**src/rtl/alu_share_sched.sv**
```systemverilog
// alu_share_sched: time-shares one ALU between two requesters.
// A round-robin arbiter picks a requester in IDLE. The block then holds its
// operands on the ALU for ALU_LAT cycles and captures the result. The result
// is returned, tagged with the requester id, over one response handshake.
//
// Handshakes: a transfer happens on a rising clock edge where valid and ready
// are both high. valid must not wait for ready. On the request side, ready
// depends combinationally on both valids (arbitration) and on the registered
// state only. On the response side, rsp_valid comes straight from the state
// register, and rsp_ready never feeds any output combinationally.
module alu_share_sched #(
  parameter int DATA_W  = 4,
  parameter int RES_W   = 5,
  parameter int ALU_LAT = 1   // legal range 1..7
) (
  input  logic              clock,
  input  logic              resetb,
  input  logic              req0_valid,
  output logic              req0_ready,
  input  logic [DATA_W-1:0] req0_a,
  input  logic [DATA_W-1:0] req0_b,
  input  logic [1:0]        req0_sel,
  input  logic              req1_valid,
  output logic              req1_ready,
  input  logic [DATA_W-1:0] req1_a,
  input  logic [DATA_W-1:0] req1_b,
  input  logic [1:0]        req1_sel,
  output logic [DATA_W-1:0] alu_a,
  output logic [DATA_W-1:0] alu_b,
  output logic [1:0]        alu_sel,
  input  logic [RES_W-1:0]  alu_y,
  output logic              rsp_valid,
  input  logic              rsp_ready,
  output logic              rsp_id,
  output logic [RES_W-1:0]  rsp_y,
  output logic              busy,
  output logic [1:0]        state_dbg
);

  typedef enum logic [1:0] {
    IDLE = 2'd0,
    EXEC = 2'd1,
    RESP = 2'd2
  } state_t;

  // A 3-bit counter covers the largest load value, ALU_LAT-1 = 6.
  localparam int CNT_W = 3;
  localparam logic [CNT_W-1:0] CNT_LOAD = CNT_W'(ALU_LAT - 1);

  state_t           state;
  logic             last;     // requester served most recently
  logic [CNT_W-1:0] cnt;
  logic             grant0;
  logic             grant1;
  logic             accept;

  // Round-robin arbitration: a lone valid wins; on a tie the requester not served last wins.
  always_comb begin
    grant0 = 1'b0;
    grant1 = 1'b0;
    if (req0_valid && req1_valid) begin
      grant0 = last;
      grant1 = !last;
    end else begin
      grant0 = req0_valid;
      grant1 = req1_valid;
    end
  end

  assign req0_ready = (state == IDLE) && grant0;
  assign req1_ready = (state == IDLE) && grant1;
  assign accept     = req0_ready || req1_ready;

  // These are decoded from the state register only, so no input reaches them.
  assign rsp_valid = (state == RESP);
  assign busy      = (state != IDLE);
  assign state_dbg = state;

  // Main FSM: accept and issue the operands, wait ALU_LAT cycles, capture, then respond.
  always_ff @(posedge clock or negedge resetb) begin
    if (!resetb) begin
      state   <= IDLE;
      last    <= 1'b1;
      cnt     <= '0;
      alu_a   <= '0;
      alu_b   <= '0;
      alu_sel <= '0;
      rsp_id  <= 1'b0;
      rsp_y   <= '0;
    end else begin
      case (state)
        IDLE: begin
          if (accept) begin
            if (grant1) begin
              alu_a   <= req1_a;
              alu_b   <= req1_b;
              alu_sel <= req1_sel;
            end else begin
              alu_a   <= req0_a;
              alu_b   <= req0_b;
              alu_sel <= req0_sel;
            end
            rsp_id <= grant1;
            last   <= grant1;
            cnt    <= CNT_LOAD;
            state  <= EXEC;
          end
        end
        EXEC: begin
          if (cnt == '0) begin
            rsp_y <= alu_y;
            state <= RESP;
          end else begin
            cnt <= cnt - 1'b1;
          end
        end
        RESP: begin
          if (rsp_ready) begin
            state <= IDLE;
          end
        end
        default: state <= IDLE;
      endcase
    end
  end

endmodule

```
**config.mk**
```make
export PLATFORM = sky130hd
export DESIGN_NAME = alu_share_sched
export DESIGN_NICKNAME = d
export VERILOG_FILES = /design/src/rtl/alu_share_sched.sv
export SDC_FILE = /design/constraint.sdc
export NUM_CORES = 1
export LEC_CHECK = 0
export BUFFER_PORTS_ARGS = -buffer_cell sky130_fd_sc_hd__buf_4
export CAP_MARGIN = 30
export CORE_MARGIN = 1.5
export CORE_UTILIZATION = 35
export CTS_CLUSTER_DIAMETER = 40
export CTS_CLUSTER_SIZE = 8
export DETAILED_ROUTE_END_ITERATION = 16
export HOLD_SLACK_MARGIN = 0.08
export MAX_ROUTING_LAYER = met4
export PLACE_DENSITY = 0.71
export SKIP_LAST_GASP = 1
export SLEW_MARGIN = 40
export SYNTH_ARGS = -nofsm -noshare
export SYNTH_HDL_FRONTEND = slang
export SYNTH_SLANG_ARGS = --single-unit
```
**constraint.sdc**
```tcl
create_clock -name clock -period 1.4 [get_ports clock]
set_input_delay 0.07 -clock clock [delete_from_list [all_inputs] [get_ports clock]]
set_output_delay 0.07 -clock clock [all_outputs]
set_load 0.02 [all_outputs]
```
==> flow_metrics.py, run 1 <==
metrics = {
    "outcome": {
        "outcome": "finished with violations",
        "failing_checks": "setup timing",
    },
    "timing": {
        "timing.fmax_mhz": 684,
        "finalHoldViolCount": 0,
        "worstMarginPinSlew_ps": 287,
        "skew_ps": 3.19,
        "final.period_utilization": 1.04,
        "finalSetupViolations": 11,
        "finalWorstSetupSlack_ps": -62.2,
        "drv_slew": 0,
        "setup_repair_after_global_routing_missed_its_margin": "yes",
        "worst_slew_margin_rel": 0.808,
        "post-route-min-period_ps": 1460,
    },
    "place": {
        "io_buffers": 51,
        "pre_cts_worst_setup_slack_ps": -57.1,
        "dpl_cell_area_um2": 1580,
        "globalplace.congestion": 0.663,
        "post-dp-hpwl_mm": 1.72,
    },
    "yosys": {
        "avgSynthCellArea_um2": 13.7,
        "async_flop_share": 1.00,
        "yosysSeqAreaShare": 0.510,
        "postSynthRegisterBits": 22,
        "synth_cell_types": 21,
        "syn-cell-area_um2": 1080,
        "count_of_flip_flops_with_a_built_in_enable_after_synthesis": 0,
        "netlist_instances": 79,
        "synth_fp_nets": 111,
        "synth_top_flop_cell": "sky130_fd_sc_hd__dfrtp_1",
        "synth-warning-count": 0,
    },
    "job": {
        "max_cap_violations": 0,
    },
    "cts": {
        "clkTransAtPathRegs_ps": 120,
        "cts-buffers-inserted": 3,
        "cts.sink_count": 22,
        "clockBufferDepth": 2,
        "clock-root-buffer": "sky130_fd_sc_hd__clkbuf_4",
        "cts.htree.levels": 1,
        "clk_latency_ps": 300,
        "tritoncts": "done",
    },
    "critical_path": {
        "kind_of_start_point_of_the_critical_path": "flip-flop",
        "cp.arrival_ps": 1660,
        "critical_path.endpoint_type": "flip-flop",
        "critical_path_class": "flip-flop to flip-flop",
        "cp.required_ps": 1600,
        "cp_max_fo": 5,
    },
    "floorplanning": {
        "initial_core_util": 0.379,
        "pin_count": 52,
        "fp.dieH_um": 58.6,
        "placeableCoreArea_um2": 2850,
        "die_w_um": 58.6,
        "die_area_um2": 3440,
        "row_count": 19,
    },
    "global_routing": {
        "grt_max_degree": 23,
        "antenna_found_initial": 0,
        "globalRoute.totalOverflow": 0,
        "grt_use_total": 0.154,
        "grt_pass1_wl_mm": 3.95,
        "first_global_vias": 940,
    },
    "power": {
        "pleak_nw": 0.925,
        "cellPowerDensity_nw_per_um2": 1940,
        "vdd_ir_drop_max_mv": 1.11,
    },
    "drt": {
        "starting_drc_count_in_detailed_routing": 11,
        "wl_per_cell_um": 13.2,
        "vias_per_cell": 4.83,
        "wl_final_mm": 2.44,
        "route.vias.total": 894,
        "drt-pass1-iter-count": 2,
        "ant_nets_after_route": 0,
        "detail_route.drc_violations": 0,
    },
    "cells_and_area": {
        "mostFrequentLayoutCell": "sky130_fd_sc_hd__buf_4",
        "layout-drive-gt1-share": 0.727,
        "n_antenna_cell": 0,
        "nNetsFinal": 187,
        "layout.cells.most_common_list": "55 x sky130_fd_sc_hd__buf_4, 20 x sky130_fd_sc_hd__dfrtp_1, 15 x sky130_fd_sc_hd__mux2_4",
        "area_growth_pct": 72.4,
        "layout.cell_area.non_filler_um2": 1870,
    },
    "hold_path": {
        "hold_path_class": "input port to flip-flop",
    },
}
## routing by layer
| metal | vias up | global-route usage | share of wire |
|---|---|---|---|
| met5 | - | - | 0 |
| met4 | 0 | 0.0487 | 0.0078 |
| met3 | 2 | 0.0220 | 0.058 |
| met2 | 36 | 0.284 | 0.52 |
| met1 | 433 | 0.169 | 0.41 |
| li1 | 423 | - | - |
## stage by stage
| stage | cells | power [mW] | utilization | TNS, ps | hold slack [ps] |
|---|---|---|---|---|---|
| floorplan | 79 | 2.14 | - | 0 | -226 |
| global placement | 169 | 2.89 | 0.552 | -92.0 | -27.8 |
| detailed placement | 169 | 2.94 | 0.552 | -501 | -21.8 |
| CTS | 182 | 3.45 | 0.622 | -929 | 100 |
| global route | 185 | 3.83 | 0.654 | -1270 | 101 |
| finish | 185 | 3.62 | 0.654 | -557 | 110 |
## what timing repair did
item / CTS / global route
setup endpoints to repair: 16 / 21
hold buffers: 7 / 0
hold endpoints to repair: 28 / 0
gates resized for setup: 14 / 20
gates cloned: 1 / 0
setup buffers: 1 / 3
pin swaps: 5 / 4
## cell type report
type / count / area, um2
fill: 226 / 987
timing repair buffer: 73 / 632
multi-input combinational: 51 / 588
sequential: 22 / 553
tap: 31 / 38.8
clock buffer: 4 / 36.3
inverter: 4 / 17.5
## where the power goes
group          total (mW)  internal, mW  switching (mW)
sequential           1.11         0.932           0.176
combinational        2.16          1.21           0.958
clock               0.351         0.159           0.192
## synth_stat cells (all sizes together), types with 2 or more instances
master  instances  area [um2]
a21o            2        15.0
buf             2        16.3
nand2b          3        18.8
mux2           26         327
inv             4        15.0
nor2b           3        18.8
o22ai           2        12.5
and2            2        12.5
dfrtp          21         526
nor2            5        23.8
ha              2        25.0
## worst max-delay path: stages, from the launching register on
cell	delay, ps
sky130_fd_sc_hd__dfstp_2	410
sky130_fd_sc_hd__a21boi_4	250
sky130_fd_sc_hd__buf_12	160
sky130_fd_sc_hd__mux2_4	290
sky130_fd_sc_hd__mux2_2	260
## worst paths after layout
check,start,to,slack [ps],depth (start not counted)
min reg2reg,rsp_id,rsp_id,520,1
min in group asynchronous,resetb,rsp_y[3],170,2
max reg2reg,last,alu_b[1],-60,4
max in group asynchronous,resetb,last,950,2
min,req1_a[0],alu_a[0],110,3
max,last,alu_b[1],-60,4
## registers in the layout, indices dropped and copies added (netlist names)
name,flops
rsp_y,5
alu_sel,2
alu_a,4
cnt,3
alu_b,4
state_dbg,2
last,1
rsp_id,1
## logic make-up after synthesis
| family | synth area share |
|---|---|
| multiplexers | 0.311 |
| flip-flops | 0.510 |
| AND/OR/NAND/NOR | 0.0786 |
| AO/OA/AOI/OAI | 0.0485 |
| buffers and inverters | 0.0289 |
| adder cells (fa/ha/maj) | 0.0231 |
Power figures use the tool's default switching activity.
==> inputs of run 2 (changes only) <==
PLACE_DENSITY = 0.68   (was 0.71)
clock period = 1.8 ns   (was 1.4 ns; I/O delays follow)
==> flow_metrics.py, run 2 (synthesized netlist as in run 1, its figures left out) <==
metrics = {
    "outcome": {
        "outcome": "finished clean",
    },
    "place": {
        "globalplace.congestion": 0.642,
        "post-dp-hpwl_mm": 1.57,
        "io_buffers": 51,
    },
    "critical_path": {
        "critical_path_class": "flip-flop to flip-flop",
        "cp.arrival_ps": 1690,
        "reg2regPathDepth": 5,
        "timing.critical_path.max_delay_family": "flip-flops",
        "critical_path.cell_chain": "inv_1 > ha_1 > nand2b_1 > nor2_2 > mux2_2",
        "kind_of_start_point_of_the_critical_path": "flip-flop",
        "r2r_slack_ps": 310,
        "critPathMaxStageDelay_ps": 410,
        "reg2reg_from": "cnt[0]",
        "crit_path_top_delay_cell": "sky130_fd_sc_hd__dfrtp_1",
        "critical_path.endpoint_type": "flip-flop",
        "worstReg2RegEnd": "rsp_y[1]",
        "cp.required_ps": 2000,
        "worstPathBufferInverterCount": 1,
        "cp_max_fo": 6,
    },
    "drt": {
        "drt-pass1-iter-count": 4,
        "wl_final_mm": 2.08,
        "ant_nets_after_route": 0,
        "vias_per_cell": 4.67,
        "route.vias.total": 799,
        "detail_route.drc_violations": 0,
        "starting_drc_count_in_detailed_routing": 8,
        "wl_per_cell_um": 12.2,
    },
    "cts": {
        "cts-buffers-inserted": 3,
        "cts.sink_count": 22,
        "cts.htree.levels": 1,
        "post_cts_buffers": 0,
        "tritoncts": "done",
        "clockBufferDepth": 2,
        "clock-root-buffer": "sky130_fd_sc_hd__clkbuf_4",
        "clk_latency_ps": 300,
        "clkTransAtPathRegs_ps": 120,
    },
    "cells_and_area": {
        "mostFrequentLayoutCell": "sky130_fd_sc_hd__buf_4",
        "layout-drive-gt1-share": 0.621,
        "largest_register_ff_count": 5,
        "area_growth_pct": 48.3,
        "largest_register": "rsp_y",
        "layout.cells.most_common_list": "52 x sky130_fd_sc_hd__buf_4, 21 x sky130_fd_sc_hd__dfrtp_1, 17 x sky130_fd_sc_hd__mux2_2",
        "n_antenna_cell": 0,
        "reg.largest.list": "rsp_y: 5 flops, alu_a: 4 flops, alu_b: 4 flops",
        "nNetsFinal": 173,
    },
    "floorplanning": {
        "initial_core_util": 0.379,
        "pin_count": 52,
        "placeableCoreArea_um2": 2850,
        "die_w_um": 58.6,
        "fp.dieH_um": 58.6,
        "die_area_um2": 3440,
        "row_count": 19,
    },
    "power": {
        "cellPowerDensity_nw_per_um2": 1530,
        "power_frac_clock": 0.109,
        "report.power.total_mw": 2.45,
        "p_sw_frac": 0.376,
        "power_switching_mw": 0.922,
        "comb_power_share": 0.543,
        "p_int_mw": 1.53,
        "pleak_nw": 0.798,
        "vdd_ir_drop_max_mv": 0.679,
        "sequential_group_share_of_total_power": 0.348,
    },
    "global_routing": {
        "grt_pass1_wl_mm": 3.28,
        "antenna_found_initial": 0,
        "grt_max_degree": 23,
        "grt_use_total": 0.126,
        "first_global_vias": 799,
        "globalRoute.totalOverflow": 0,
    },
    "timing": {
        "worst_slew_margin_rel": 0.642,
        "worstMarginPinSlew_ps": 536,
        "skew_ps": 2.41,
        "final.period_utilization": 0.825,
        "finalSetupViolations": 0,
        "drv_slew": 0,
        "setup_repair_after_global_routing_missed_its_margin": "no",
        "post-route-min-period_ps": 1490,
        "finalHoldViolCount": 0,
        "final.setup.tns_ps": 0,
        "timing.fmax_mhz": 673,
    },
    "hold_path": {
        "hold_path.startpoint": "req1_b[0]",
        "hold_path_class": "input port to flip-flop",
        "hold-path-endpoint": "alu_b[0]",
        "hold_depth": 3,
    },
    "job": {
        "max_cap_violations": 0,
    },
}
-- run 2: worst max-delay path by stage --
stage / slack, ps / cells after the start / startpoint / to
2_1_floorplan: 410 / 4 / last / alu_a[0]
3_3_place_gp: 320 / 5 / cnt[0] / rsp_y[1]
3_5_place_dp: 250 / 3 / state_dbg[0] / alu_b[3]
4_1_cts: 270 / 3 / state_dbg[0] / alu_b[3]
5_1_grt: 210 / 4 / state_dbg[1] / req0_ready
6_report: 310 / 5 / cnt[0] / rsp_y[1]
-- run 2: through the flow --
| stage | setup WS, ps | utilization | hold slack [ps] | std cells | cell area, um2 |
|---|---|---|---|---|---|
| 2_1_floorplan | 414 | - | -206 | 79 | 1080 |
| 3_3_place_gp | 317 | 0.524 | -8.15 | 160 | 1500 |
| 3_5_place_dp | 253 | 0.524 | -4.69 | 160 | 1500 |
| 4_1_cts | 268 | 0.561 | 125 | 171 | 1600 |
| 5_1_grt | 208 | 0.563 | 113 | 171 | 1610 |
| 6_report | 315 | 0.563 | 136 | 171 | 1610 |
-- run 2: power groups by stage --
stage	Clock [mW]	Combinational, mW	Sequential (mW)
floorplan	0	0.556	1.11
finish	0.268	1.33	0.855
CTS	0.281	1.34	0.859
global placement	0	1.31	0.861
global route	0.301	1.42	0.885
detailed placement	0	1.33	0.866
-- run 2: layout make-up --
type | count | area [um2]
clock buffer | 4 | 36.3
inverter | 4 | 15.0
tap | 31 | 38.8
fill | 243 | 1250
timing repair buffer | 59 | 460
sequential | 22 | 552
multi-input combinational | 51 | 503
-- run 2: what timing repair did --
| item | 4_1_cts | 5_1_grt |
|---|---|---|
| endpoints found under the setup margin | 0 | 0 |
| endpoints found under the hold margin | 28 | 0 |
| hold buffers | 7 | 0 |
| gates resized for setup | 0 | 0 |
-- run 2: worst register-to-register path: cells and delay by family, from the launching register on --
family	cells	cell delay, ps
AND/OR/NAND/NOR	2	340
buffers and inverters	1	80
multiplexers	1	370
adder cells (fa/ha/maj)	1	180
flip-flops	1	410
-- run 2: routing by layer --
layer	track usage	up-vias	part of all wire
met3	0.0462	0	0.067
met5	-	-	0
met4	0.00974	0	0
met1	0.143	365	0.44
li1	-	396	-
met2	0.223	38	0.49
==> inputs of run 3 (changes only) <==
clock period = 1.4 ns   (was 1.8 ns; I/O delays follow)
==> flow_metrics.py, run 3 (synthesized netlist as in run 1, its figures left out) <==
metrics = {
    "outcome": {
        "outcome": "finished with violations",
        "failing_checks": "setup timing",
    },
    "cells_and_area": {
        "layout-drive-gt1-share": 0.716,
        "area_growth_pct": 69.6,
        "layout.cell_area.non_filler_um2": 1840,
        "n_antenna_cell": 0,
        "largest_register": "rsp_y",
        "layout.cells.most_common_list": "60 x sky130_fd_sc_hd__buf_4, 21 x sky130_fd_sc_hd__dfrtp_1, 16 x sky130_fd_sc_hd__mux2_2",
        "nNetsFinal": 188,
        "finish.cell_count_without_fillers": 186,
        "mostFrequentLayoutCell": "sky130_fd_sc_hd__buf_4",
        "reg.largest.list": "rsp_y: 5 flops, alu_a: 4 flops, alu_b: 4 flops",
        "largest_register_ff_count": 5,
    },
    "timing": {
        "drv_slew": 0,
        "timing.fmax_mhz": 682,
        "finalSetupViolations": 11,
        "skew_ps": 3.11,
        "whs_ps": 110,
        "post-route-min-period_ps": 1470,
        "final.setup.tns_ps": -591,
        "worstMarginPinSlew_ps": 296,
        "finalWorstSetupSlack_ps": -66.0,
        "finalHoldViolCount": 0,
        "setup_repair_after_global_routing_missed_its_margin": "yes",
        "worst_slew_margin_rel": 0.802,
        "final.period_utilization": 1.05,
    },
    "floorplanning": {
        "die_area_um2": 3440,
        "placeableCoreArea_um2": 2850,
        "die_w_um": 58.6,
        "row_count": 19,
        "fp.dieH_um": 58.6,
        "initial_core_util": 0.379,
        "pin_count": 52,
    },
    "cts": {
        "tritoncts": "done",
        "cts-buffers-inserted": 3,
        "cts.sink_count": 22,
        "clock-root-buffer": "sky130_fd_sc_hd__clkbuf_4",
        "clkTransAtPathRegs_ps": 120,
        "clk_latency_ps": 300,
        "clockBufferDepth": 2,
        "cts.htree.levels": 1,
    },
    "drt": {
        "starting_drc_count_in_detailed_routing": 8,
        "vias_per_cell": 4.73,
        "wl_final_mm": 2.45,
        "ant_nets_after_route": 0,
        "wl_per_cell_um": 13.2,
        "detail_route.drc_violations": 0,
        "route.vias.total": 879,
        "drt-pass1-iter-count": 4,
    },
    "power": {
        "comb_power_share": 0.586,
        "cellPowerDensity_nw_per_um2": 1900,
        "sequential_group_share_of_total_power": 0.314,
        "vdd_ir_drop_max_mv": 1.09,
        "p_int_mw": 2.20,
        "power_switching_mw": 1.28,
        "p_sw_frac": 0.368,
        "pleak_nw": 0.907,
        "power_frac_clock": 0.100,
    },
    "critical_path": {
        "timing.critical_path.max_delay_family": "multiplexers",
        "critical_path.endpoint_type": "flip-flop",
        "critical_path.cell_chain": "a21boi_4 > buf_12 > mux2_4 > mux2_2",
        "crit_path_top_delay_cell": "sky130_fd_sc_hd__dfstp_2",
        "cp.arrival_ps": 1670,
        "cp.required_ps": 1600,
        "critPathMaxStageDelay_ps": 400,
        "worstPathBufferInverterCount": 1,
        "cp_max_fo": 5,
        "kind_of_start_point_of_the_critical_path": "flip-flop",
        "critical_path_class": "flip-flop to flip-flop",
    },
    "place": {
        "globalplace.congestion": 0.682,
        "io_buffers": 51,
        "place_inst": 168,
        "post-dp-hpwl_mm": 1.79,
        "dpl_cell_area_um2": 1570,
    },
    "global_routing": {
        "grt_pass1_wl_mm": 3.69,
        "globalRoute.totalOverflow": 0,
        "grt_use_total": 0.144,
        "grt_max_degree": 23,
        "antenna_found_initial": 0,
        "first_global_vias": 869,
    },
    "hold_path": {
        "hold_path_class": "input port to flip-flop",
    },
    "job": {
        "max_cap_violations": 0,
    },
}
==> run 3: metal layers <==
metal  routed length [um]  vias up  GRT usage
met5                    0        -          -
met4                   16        0     0.0292
met3                  131        2     0.0242
met2                 1310       38      0.265
met1                 1000      415      0.163
li1                     -      424          -
==> run 3: worst paths after layout <==
path / end / slack [ps] / depth (start not counted) / start
worst max-delay path: alu_b[0] / -70 / 4 / last
worst min-delay path: alu_a[0] / 110 / 3 / req0_a[0]
worst max register to register: alu_b[0] / -70 / 4 / last
worst min register to register: rsp_id / 490 / 1 / rsp_id
max in group asynchronous: last / 950 / 2 / resetb
min in group asynchronous: state_dbg[1] / 180 / 2 / resetb
==> run 3: repair_timing <==
action / 4_1_cts / 5_1_grt
cloned: 1 / 0
gates resized for setup: 11 / 11
pin swaps: 5 / 5
endpoints found under the setup margin: 18 / 18
hold buffers: 7 / 0
setup buffers: 3 / 4
hold endpoints to repair: 28 / 0
==> run 3: tightest hold or removal path, stage by stage <==
cell and delay [ps]:
sky130_fd_sc_hd__buf_4 70, sky130_fd_sc_hd__mux2_4 120, sky130_fd_sc_hd__mux2_2 130
==> run 3: layout make-up <==
cell class	count	area, um2
Fill cell	221	1020
Timing Repair Buffer	74	624
Multi-Input combinational cell	51	569
Sequential cell	22	552
Tap cell	31	38.8
Clock buffer	4	36.3
Inverter	4	15.0
==> run 3: power by group through the flow <==
stage	logic [mW]	clock network, mW	registers [mW]
floorplan	0.715	0	1.42
global placement	1.82	0	1.10
detailed placement	1.85	0	1.11
CTS	1.97	0.364	1.09
global route	2.18	0.380	1.12
finish	2.04	0.348	1.09
==> run 3: stage by stage <==
step           worst slack (ps)  total power, mW  utilization
3_5_place_dp              -76.8             2.96        0.550
3_3_place_gp              -17.2             2.92        0.550
2_1_floorplan              14.0             2.14            -
6_report                  -66.0             3.48        0.643
4_1_cts                   -97.0             3.43        0.619
5_1_grt                    -112             3.69        0.643
